[src/rtl/cpu_bus_sequencer.sv]
// One-hot step sequencer and bus source mux for the 7-step CPU; enables are same-cycle, qualified by advance.
// RAM/IO not-ready stalls the step in place; optional early return to step 1 under CPU_BUS_STEP_SKIP_EN.
module cpu_bus_sequencer #(
  parameter int DATA_W = 8,
  parameter int GPR_N  = 4,
  parameter int STEPS  = 6,
  localparam int RW    = (GPR_N > 2) ? $clog2(GPR_N) : 1
) (
  input  logic              clk,
  input  logic              rst_n,
  input  logic              i_run,
  input  logic [DATA_W-1:0] i_ir,
  input  logic              i_flags_hit,
  input  logic              i_ram_ready,
  input  logic              i_io_ready,
  input  logic [DATA_W-1:0] i_gpr_a,
  input  logic [DATA_W-1:0] i_gpr_b,
  input  logic [DATA_W-1:0] i_ram,
  input  logic [DATA_W-1:0] i_acc,
  input  logic [DATA_W-1:0] i_iar,
  input  logic [DATA_W-1:0] i_io,
  output logic [RW-1:0]     o_gpr_a_sel,
  output logic [RW-1:0]     o_gpr_b_sel,
  output logic [RW-1:0]     o_gpr_wsel,
  output logic [STEPS-1:0]  o_step,
  output logic [DATA_W-1:0] o_bus,
  output logic              o_ir_we,
  output logic              o_iar_we,
  output logic              o_mar_we,
  output logic              o_tmp_we,
  output logic              o_acc_we,
  output logic              o_gpr_we,
  output logic              o_ram_we,
  output logic              o_io_we,
  output logic              o_bus1,
  output logic              o_alu_go,
  output logic              o_instr_done
);

  localparam logic [3:0] OP_LD    = 4'b0000;
  localparam logic [3:0] OP_ST    = 4'b0001;
  localparam logic [3:0] OP_DATA  = 4'b0010;
  localparam logic [3:0] OP_JMPR  = 4'b0011;
  localparam logic [3:0] OP_JMP   = 4'b0100;
  localparam logic [3:0] OP_JMPIF = 4'b0101;
  localparam logic [3:0] OP_CLF   = 4'b0110;
  localparam logic [3:0] OP_IO    = 4'b0111;
  localparam logic [3:0] OP_CMP   = 4'b1111;
  localparam logic [STEPS-1:0] STEP_FIRST = {{(STEPS-1){1'b0}}, 1'b1};

  typedef enum logic [2:0] {
    SRC_NONE, SRC_A, SRC_B, SRC_RAM, SRC_ACC, SRC_IAR, SRC_IO
  } src_e;

  logic [STEPS-1:0] step_q, step_d, last_mask;
  logic [3:0]       opcode;
  logic             io_out, is_alu, adv, is_last, wait_c;
  logic             ir_we_c, iar_we_c, mar_we_c, tmp_we_c, acc_we_c, gpr_we_c, ram_we_c, io_we_c;
  logic             bus1_c, alu_c;
  src_e             src;
  logic [DATA_W-1:0] bus_mux;
  logic             ir_unused;

  assign opcode    = i_ir[DATA_W-1 -: 4];
  assign io_out    = i_ir[DATA_W-5];
  assign is_alu    = opcode[3];
  assign ir_unused = ^i_ir;

  assign o_gpr_a_sel = i_ir[2*RW-1:RW];
  assign o_gpr_b_sel = i_ir[RW-1:0];
  assign o_gpr_wsel  = i_ir[RW-1:0];
  assign o_step      = step_q;

  always_ff @(posedge clk) begin
    if (!rst_n) step_q <= STEP_FIRST;
    else        step_q <= step_d;
  end

  // Per-step transfer decode; enables here are raw and get qualified by adv below.
  always_comb begin
    src = SRC_NONE;
    {ir_we_c, iar_we_c, mar_we_c, tmp_we_c, acc_we_c, gpr_we_c, ram_we_c, io_we_c} = '0;
    bus1_c = 1'b0;
    alu_c  = 1'b0;
    wait_c = 1'b0;
    if (step_q[0]) begin
      src = SRC_IAR; mar_we_c = 1'b1; bus1_c = 1'b1; acc_we_c = 1'b1;
    end else if (step_q[1]) begin
      src = SRC_RAM; ir_we_c = 1'b1; wait_c = ~i_ram_ready;
    end else if (step_q[2]) begin
      src = SRC_ACC; iar_we_c = 1'b1;
    end else if (step_q[3]) begin
      if (is_alu) begin
        src = SRC_B; tmp_we_c = 1'b1;
      end else begin
        case (opcode)
          OP_LD, OP_ST: begin src = SRC_A; mar_we_c = 1'b1; end
          OP_DATA, OP_JMPIF: begin
            src = SRC_IAR; mar_we_c = 1'b1; bus1_c = 1'b1; acc_we_c = 1'b1;
          end
          OP_JMPR: begin src = SRC_B; iar_we_c = 1'b1; end
          OP_JMP:  begin src = SRC_IAR; mar_we_c = 1'b1; end
          OP_IO: begin
            wait_c = ~i_io_ready;
            if (io_out) begin src = SRC_B;  io_we_c  = 1'b1; end
            else        begin src = SRC_IO; gpr_we_c = 1'b1; end
          end
          default: ;
        endcase
      end
    end else if (step_q[4]) begin
      if (is_alu) begin
        src = SRC_A; alu_c = 1'b1; acc_we_c = 1'b1;
      end else begin
        case (opcode)
          OP_LD, OP_DATA: begin src = SRC_RAM; gpr_we_c = 1'b1; wait_c = ~i_ram_ready; end
          OP_ST:    begin src = SRC_B;   ram_we_c = 1'b1; end
          OP_JMP:   begin src = SRC_RAM; iar_we_c = 1'b1; wait_c = ~i_ram_ready; end
          OP_JMPIF: begin src = SRC_ACC; iar_we_c = 1'b1; end
          default: ;
        endcase
      end
    end else if (step_q[5]) begin
      if (is_alu) begin
        src = SRC_ACC; gpr_we_c = (opcode != OP_CMP);
      end else if (opcode == OP_DATA) begin
        src = SRC_ACC; iar_we_c = 1'b1;
      end else if (opcode == OP_JMPIF && i_flags_hit) begin
        src = SRC_RAM; iar_we_c = 1'b1; wait_c = ~i_ram_ready;
      end
    end
  end

  always_comb begin
    last_mask = '0;
    last_mask[STEPS-1] = 1'b1;
`ifdef CPU_BUS_STEP_SKIP_EN
    case (opcode)
      OP_JMPR, OP_IO:       begin last_mask = '0; last_mask[3] = 1'b1; end
      OP_LD, OP_ST, OP_JMP: begin last_mask = '0; last_mask[4] = 1'b1; end
      OP_CLF:               begin last_mask = '0; last_mask[2] = 1'b1; end
      OP_JMPIF: if (!i_flags_hit) begin last_mask = '0; last_mask[4] = 1'b1; end
      default: ;
    endcase
`endif
  end

  assign adv     = rst_n & i_run & ~wait_c;
  assign is_last = |(step_q & last_mask);

  always_comb begin
    step_d = step_q;
    if (adv) step_d = is_last ? STEP_FIRST : {step_q[STEPS-2:0], step_q[STEPS-1]};
  end

  always_comb begin
    bus_mux = '0;
    case (src)
      SRC_A:   bus_mux = i_gpr_a;
      SRC_B:   bus_mux = i_gpr_b;
      SRC_RAM: bus_mux = i_ram;
      SRC_ACC: bus_mux = i_acc;
      SRC_IAR: bus_mux = i_iar;
      SRC_IO:  bus_mux = i_io;
      default: bus_mux = '0;
    endcase
    o_bus        = i_run ? bus_mux : '0;
    o_bus1       = i_run & bus1_c;
    o_ir_we      = adv & ir_we_c;
    o_iar_we     = adv & iar_we_c;
    o_mar_we     = adv & mar_we_c;
    o_tmp_we     = adv & tmp_we_c;
    o_acc_we     = adv & acc_we_c;
    o_gpr_we     = adv & gpr_we_c;
    o_ram_we     = adv & ram_we_c;
    o_io_we      = adv & io_we_c;
    o_alu_go     = adv & alu_c;
    o_instr_done = adv & is_last;
  end

endmodule

[config.mk]
export PLATFORM = sky130hd
export DESIGN_NAME = cpu_bus_sequencer
export DESIGN_NICKNAME = d
export VERILOG_FILES = /design/src/rtl/cpu_bus_sequencer.sv
export SDC_FILE = /design/constraint.sdc
export NUM_CORES = 1
export LEC_CHECK = 0
export BUFFER_PORTS_ARGS = -buffer_cell sky130_fd_sc_hd__buf_4
export CAP_MARGIN = 40
export CORE_ASPECT_RATIO = 1.25
export CORE_MARGIN = 2
export CORE_UTILIZATION = 45
export CTS_BUF_LIST = sky130_fd_sc_hd__clkbuf_4
export DETAILED_ROUTE_END_ITERATION = 6
export MAX_ROUTING_LAYER = met4
export PLACE_DENSITY = 0.89
export REMOVE_ABC_BUFFERS = 1
export SYNTH_ARGS = -nofsm -noshare
export SYNTH_HDL_FRONTEND = slang
export SYNTH_SLANG_ARGS = --single-unit
[constraint.sdc]
create_clock -name clk -period 5 [get_ports clk]
set_clock_uncertainty 0.15 [all_clocks]
set_input_delay 0 -clock clk [delete_from_list [all_inputs] [get_ports clk]]
set_output_delay 0 -clock clk [all_outputs]
set_load 0.01 [all_outputs]
# == Word-level counts from Yosys, hierarchy flattened ==
# Index checks and enable logic that the tools add are counted.
# word_totals
ff_bits,6
out_inout_bits,31
input_bits,62
elab_cells,136
# classes
reduce_logical,9
mux,97
eq_ne,13
bitwise,16
# ops
cell,count
1-bit 2-to-1 mux,80
8-bit one-hot mux with 6 select lines,1
3-bit 2-to-1 mux,11
1-bit AND,13
4-bit by 3-bit equality test with 1-bit output (second input constant),3
3-bit one-hot mux with 4 select lines,1
3-bit equality test (second input constant),3
3-bit one-hot mux with 3 select lines,1
4-bit by 2-bit equality test with 1-bit output (second input constant),2
8-bit 2-to-1 mux,1
2-bit OR reduction,4
3-bit by 2-bit equality test with 1-bit output (second input constant),2
6-bit 2-to-1 mux,1
3-bit OR reduction,2
5-bit OR reduction,1
4-bit by 1-bit equality test with 1-bit output (second input constant),1
4-bit logical NOT,1
4-bit != test (second input constant),1
3-bit by 1-bit equality test with 1-bit output (second input constant),1
1-bit NOT,3
2-bit 2-to-1 mux,1
1-bit logical AND,1

# == Logic depth before layout (Yosys ltp) ==
# Gate-level depths: netlist of the first run.
# depth
ltp_word,14
depth_mapped,9

# == Least setup slack after synthesis of the first run ==
# Ideal clock, no wire load.
# synth_timing
path_type,register to output
from,"register step_q[4], in the netlist o_step[4]"
to,output port o_bus[0]
t_arrival_ns,2.068
path_buffers,2
stages_incl_launch_ff,9
required_time_ns,4.850
slack_ns,2.782
path_cell_list,dfxtp_1 -> buf_4 -> or4b_1 -> o21ai_1 -> o21a_1 -> a21oi_2 -> buf_2 -> a211o_1 -> a21oi_1
# synth_via
elab_chain_len,8
word_cells_on_any_way,13
classes_between,6 x eq/ne; 7 x mux
# synth_rtl
element,line,source
"start, declared",55,"logic [STEPS-1:0] step_q, step_d, last_mask;"
"start signal, assigned",76,else step_q <= step_d;
3-bit 2-to-1 mux (*),111,end else if (step_q[4]) begin
3-bit 2-to-1 mux (*),92,end else if (step_q[3]) begin
3-bit 2-to-1 mux (*),90,end else if (step_q[2]) begin
3-bit 2-to-1 mux (*),88,end else if (step_q[1]) begin
3-bit 2-to-1 mux (*),86,if (step_q[0]) begin
3-bit equality test (tied with other cells),158,case (src)
8-bit one-hot mux with 6 select lines (*),158,
8-bit 2-to-1 mux (*),167,o_bus = i_run ? bus_mux : '0;
"end, declared",26,"output logic [DATA_W-1:0] o_bus,"
# Every way passes the cells marked *; elsewhere a longest branch is shown, timed or not.

# == Final worst setup path of the first run ==
# layout_timing
from,"register step_q[3], in the netlist o_step[3]"
to,output port o_bus[2]
# layout_via
elab_chain_len,7
word_cells_on_any_way,12
classes_between,6 x eq/ne; 6 x mux
# layout_rtl
element,line
3-bit 2-to-1 mux (*),92
3-bit 2-to-1 mux (*),90
3-bit 2-to-1 mux (*),88
3-bit 2-to-1 mux (*),86
3-bit equality test (tied with other cells),158
8-bit one-hot mux with 6 select lines (*),158
8-bit 2-to-1 mux (*),167
# Marked as above.

==> results.yml, run 1 <==
die:
  initial_utilization: 0.466
  fp.dieW_um: 50.9
  num_io_pins: 93
  dieArea_um2: 3190
  core-area_um2: 2650
  fp-row-count: 21
  dieHeight_um: 62.6
yosys:
  yosys.area.top_type_share: 0.138
  synth_most_common_cell: "nor2_1"
  synthesis.area_um2: 1240
  synth_common_cells: "24 x nor2_1, 17 x mux2i_1, 16 x a21oi_1"
  synth-async-reset-ratio: 0
  synth-main-ff-cell: "dfxtp_1"
  synth_seq_cells: 6
  synth_cells: 170
  ys_types: 44
  ys_warn_count: 0
  ys_seq_area_frac: 0.0972
  avgSynthCellArea_um2: 7.27
  synth_edf_count: 0
  yosysTopAreaCell: "mux2i_1"
  synth_area_leaders: "mux2i_1 14%, dfxtp_1 9.7%, nor2_1 7.3%"
min_path:
  min_path_cells: 2
  hold_start: "i_ir[3]"
  min_path_type: "in2out"
  min_to: "o_gpr_a_sel[1]"
final_layout:
  final_cell_area_um2: 1890
  antenna_cells: 0
  nFillCells: 219
  multi_input_comb_area_um2: 982
  final_nets: 314
  regArea_um2: 120
  largest_reg_flops: 6
  drive_gt1_frac: 0.384
  area_growth_syn_to_layout_pct: 53.2
sta:
  fmax_mhz: 343
  slew_headroom: 0.552
  finalSetupViolCount: 0
  setup_tns_ns: 0
  period_minus_slack_ns: 2.92
  finalHoldViolations: 0
  rsz0062_at_grt: "false"
  slew_viol_final: 0
  period_share: 0.583
  tightest_slew_ns: 0.672
routing:
  drtIter0Drc: 49
  route.detailed.drc: 0
  route.antenna.remaining_nets: 0
  wl_um: 4260
  vias: 1613
  wire_per_inst_um: 15.0
  post_drt_via_cell_ratio: 5.68
  firstDrtPassIters: 4
place:
  post_dp_cell_area_um2: 1800
  globalplace.congestion: 0.897
  portBuffers: 84
  hpwlAfterDp_um: 3440
clock_network:
  clkTransAtPathRegs_ns: 0.04
  clockBufferDepth: 2
  clkLatencyLatePin_ns: 0.25
  cts-root-buf: "clkbuf_4"
  post_cts_buffers: 0
  htreeDepth: 1
  cts_sinks: 6
  numCtsBuffers: 3
  cts_tree: "yes"
critical_path:
  crit_required_ns: 4.85
  regToRegSetupSlack_ns: 2.47
  cp-end-kind: "primary output"
  reg2reg_from: "o_step[4]$_SDFFE_PN0P_"
  crit_arrival_ns: 2.77
  max_stage_delay_ns: 0.56
  rr_worst_depth: 6
  critical_path.max_fanout: 17
  critPathSlowestCell: "dfxtp_1"
  rr_endpoint: "o_step[0]$_SDFFE_PN1P_"
  start_kind: "flop"
  critPathKind: "reg2out"
  cp_cell_sequence: "and2b_2 > a211oi_1 > o21a_1 > a21oi_2 > and3_1 > a2bb2oi_1 > o21ai_0 > buf_4"
global_route:
  grt_max_degree: 18
  grt_first_pass_wirelength_um: 6840
  overflow: 0
  grt_pass1_vias: 1560
  grt_usage: 0.276
  antenna_found_initial: 0
pwr:
  p_per_area_nw_per_um2: 118
  ir_worst_vdd_mv: 0.0802
  leakagePower_nw: 0.861
status:
  status: "completed"
flow_run:
  drv_cap: 0
==> worst max-delay path: cells and delay by family, from the launching register on <==
| kind | cells | cell delay (ns) |
|---|---|---|
| flip-flops | 1 | 0.56 |
| buffers and inverters | 1 | 0.16 |
| AO/OA/AOI/OAI | 5 | 1.08 |
| AND/OR/NAND/NOR | 2 | 0.71 |
==> cells in the final DEF, fill, tap and decap left out, types with 3 or more instances in the layout <==
cell type	instances
clkbuf_4	3
a2bb2oi_1	8
nand2_1	10
nand3_1	6
inv_1	6
o21ai_0	10
nor2_1	24
a21oi_1	16
buf_4	84
a211o_1	8
mux2i_1	17
nor3_1	4
and3_1	3
dlygate4sd3_1	7
o21a_1	3
dfxtp_1	6
==> layout make-up <==
| type | count | area share |
|---|---|---|
| clock buffers | 3 | 0.0119 |
| repair buffers | 91 | 0.370 |
| well taps | 34 | 0.0225 |
| multi-input cells | 143 | 0.518 |
| inverters | 7 | 0.0139 |
| flip-flops and latches | 6 | 0.0634 |
==> logic make-up after synthesis <==
group,after synthesis,share of synthesized area
AOI/OAI and AO/OA,60,0.366
buffers and inverters,21,0.108
DFF,6,0.0972
muxes,17,0.138
and+or+nand+nor,66,0.291
==> worst max-delay path by stage <==
stage,slack [ns],start,depth (start not counted),to
CTS,2.12,o_step[3]$_SDFFE_PN0P_,8,o_bus[2]
global placement,2.54,o_step[3]$_SDFFE_PN0P_,8,o_bus[0]
global route,1.87,o_step[3]$_SDFFE_PN0P_,8,o_bus[6]
floorplan,2.73,o_step[3]$_SDFFE_PN0P_,7,o_bus[2]
finish,2.08,o_step[3]$_SDFFE_PN0P_,8,o_bus[2]
detailed placement,2.42,o_step[3]$_SDFFE_PN0P_,8,o_bus[2]
==> per-stage QoR <==
step	util	hold WS [ns]	setup WS, ns	power, W	cells
after floorplan	-	-0.150	2.73	0.000108	156
after global placement	0.679	-0.150	2.54	0.000171	274
after detailed placement	0.679	-0.150	2.42	0.000173	274
after CTS	0.714	0.0422	2.12	0.000224	284
after global routing	0.714	0.0490	1.87	0.000239	284
final	0.714	0.0417	2.08	0.000224	284
==> layer usage <==
layer	GRT usage	wire length [um]	part of all wire	vias to the layer above
li1	-	-	-	797
met1	0.323	1680	0.40	726
met2	0.482	2280	0.54	78
met3	0.0239	202	0.047	12
met4	0.0980	91	0.021	0
met5	-	0	0	-
==> report_power, final <==
group	internal, W	leakage [nW]	total, W	switching, W
combinational	0.0000687	0.799	0.000125	0.0000567
sequential	0.0000498	0.0490	0.0000542	0.00000439
clock	0.0000272	0.0138	0.0000447	0.0000176
total	0.000146	0.861	0.000224	0.0000786
==> repair_timing <==
action                    CTS  global route
gates resized for setup     0             0
hold endpoints to repair   11             0
hold buffers                7             0
No activity file was read; power rests on OpenSTA's default activity.
==> run 2, diff against run 1 <==
Settings changed: CORE_UTILIZATION 45 to 38, PLACE_DENSITY 0.89 to 0.8.
Clock period 5 ns to 2.5 ns, I/O delays scaled along.
==> results.yml, run 2 (same netlist as run 1, synthesis figures left out) <==
routing:
  route.antenna.remaining_nets: 0
  post_drt_via_cell_ratio: 5.66
  vias: 1726
  wire_per_inst_um: 15.1
  route.detailed.drc: 0
  wl_um: 4610
  drtIter0Drc: 60
  firstDrtPassIters: 4
global_route:
  grt_max_degree: 18
  overflow: 0
  grt_pass1_vias: 1633
  grt_usage: 0.248
  antenna_found_initial: 0
  grt_first_pass_wirelength_um: 6890
place:
  dp_cells: 287
  globalplace.congestion: 0.939
  portBuffers: 84
  place_ws_ns: 0.0750
  hpwlAfterDp_um: 3440
  post_dp_cell_area_um2: 1880
die:
  dieArea_um2: 3730
  fp-row-count: 23
  dieHeight_um: 67.8
  num_io_pins: 93
  core-area_um2: 3170
  fp.dieW_um: 55.0
  initial_utilization: 0.391
final_layout:
  area_growth_syn_to_layout_pct: 70.5
  largest_reg_flops: 6
  finalNonFillerCells: 305
  drive_gt1_frac: 0.455
  final_nets: 332
  layout_common_cells: "99 x buf_4, 24 x nor2_1, 17 x mux2i_1"
  layout_commonest_cell: "buf_4"
  antenna_cells: 0
  final_cell_area_um2: 2110
clock_network:
  clkTransAtPathRegs_ns: 0.04
  cts-root-buf: "clkbuf_4"
  clockBufferDepth: 2
  clkLatencyLatePin_ns: 0.24
  htreeDepth: 1
  numCtsBuffers: 3
  cts_sinks: 6
  cts_tree: "yes"
status:
  status: "completed"
critical_path:
  crit_arrival_ns: 2.27
  critPathKind: "reg2out"
  cp-end-kind: "primary output"
  critical_path.max_fanout: 8
  crit_required_ns: 2.35
  start_kind: "flop"
sta:
  tightest_slew_ns: 0.454
  finalHoldViolations: 0
  slew_headroom: 0.694
  fmax_mhz: 413
  hold_slack_ns: 0.0479
  finalSetupViolCount: 0
  setup_ws_ns: 0.0776
  period_share: 0.969
  rsz0062_at_grt: "true"
  period_minus_slack_ns: 2.42
  slew_viol_final: 0
  setup_tns_ns: 0
pwr:
  leakagePower_nw: 0.970
  ir_worst_vdd_mv: 0.192
  p_per_area_nw_per_um2: 226
min_path:
  min_path_type: "in2out"
flow_run:
  drv_cap: 0
## run 2: cell types whose count changed in the layout (fill, tap and decap cells not counted), sizes merged
cell / delta
buf: +17
clkinv: -1
clkinvlp: +1
o41a: +1
## run 2: path summary, 6_finish.rpt
kind / startpoint / end / slack (ns) / cells past startpoint
hold reg to reg: o_step[4]$_SDFFE_PN0P_ / o_step[5]$_SDFFE_PN0P_ / 0.39 / 2
setup / recovery: o_step[0]$_SDFFE_PN1P_ / o_tmp_we / 0.08 / 8
hold / removal: i_ir[3] / o_gpr_a_sel[1] / 0.05 / 2
setup reg to reg: o_step[4]$_SDFFE_PN0P_ / o_step[0]$_SDFFE_PN1P_ / 0.13 / 7
## run 2: power breakdown
part           switching, W  leakage, nW  internal, W   total, W
Sequential       0.00000878       0.0505    0.0000980   0.000107
Combinational      0.000124        0.906     0.000157   0.000281
Clock             0.0000345       0.0138    0.0000543  0.0000888
Total              0.000167        0.970     0.000309   0.000476
## run 2: per-layer routing
layer / part of all wire / track usage / wire [um]
met2: 0.52 / 0.472 / 2410
met4: 0.0089 / 0.0427 / 41
met1: 0.41 / 0.270 / 1870
met3: 0.062 / 0.0288 / 286
met5: 0 / - / 0
## run 2: area by class of cell
cell class,instances,area [um^2]
flip-flops and latches,6,129
inverters,7,30.0
well taps,37,46.3
multi-input cells,144,1040
clock buffers,3,22.5
fillers,286,1060
repair buffers,108,845
## run 2: timing repair
action,4_1_cts,5_1_grt
gates cloned,0,1
resized for setup,4,15
endpoints found under the setup margin,8,16
hold buffers,7,0
pin swaps,2,4
endpoints found under the hold margin,11,0
buffers inserted,0,7
## run 2: per-stage QoR
| step | total power [W] | utilization |
|---|---|---|
| floorplan | 0.000216 | - |
| detailed placement | 0.000353 | 0.594 |
| finish | 0.000476 | 0.666 |
| global route | 0.000510 | 0.666 |
| CTS | 0.000457 | 0.628 |
| global placement | 0.000351 | 0.594 |
## run 2: critical path: stages, from the launching register on
cell	delay, ns
dfxtp_2	0.44
clkinvlp_4	0.18
nand2_1	0.11
o21ai_0	0.17
o21bai_2	0.25
or2_1	0.28
buf_4	0.18
nor4_1	0.23
buf_4	0.18
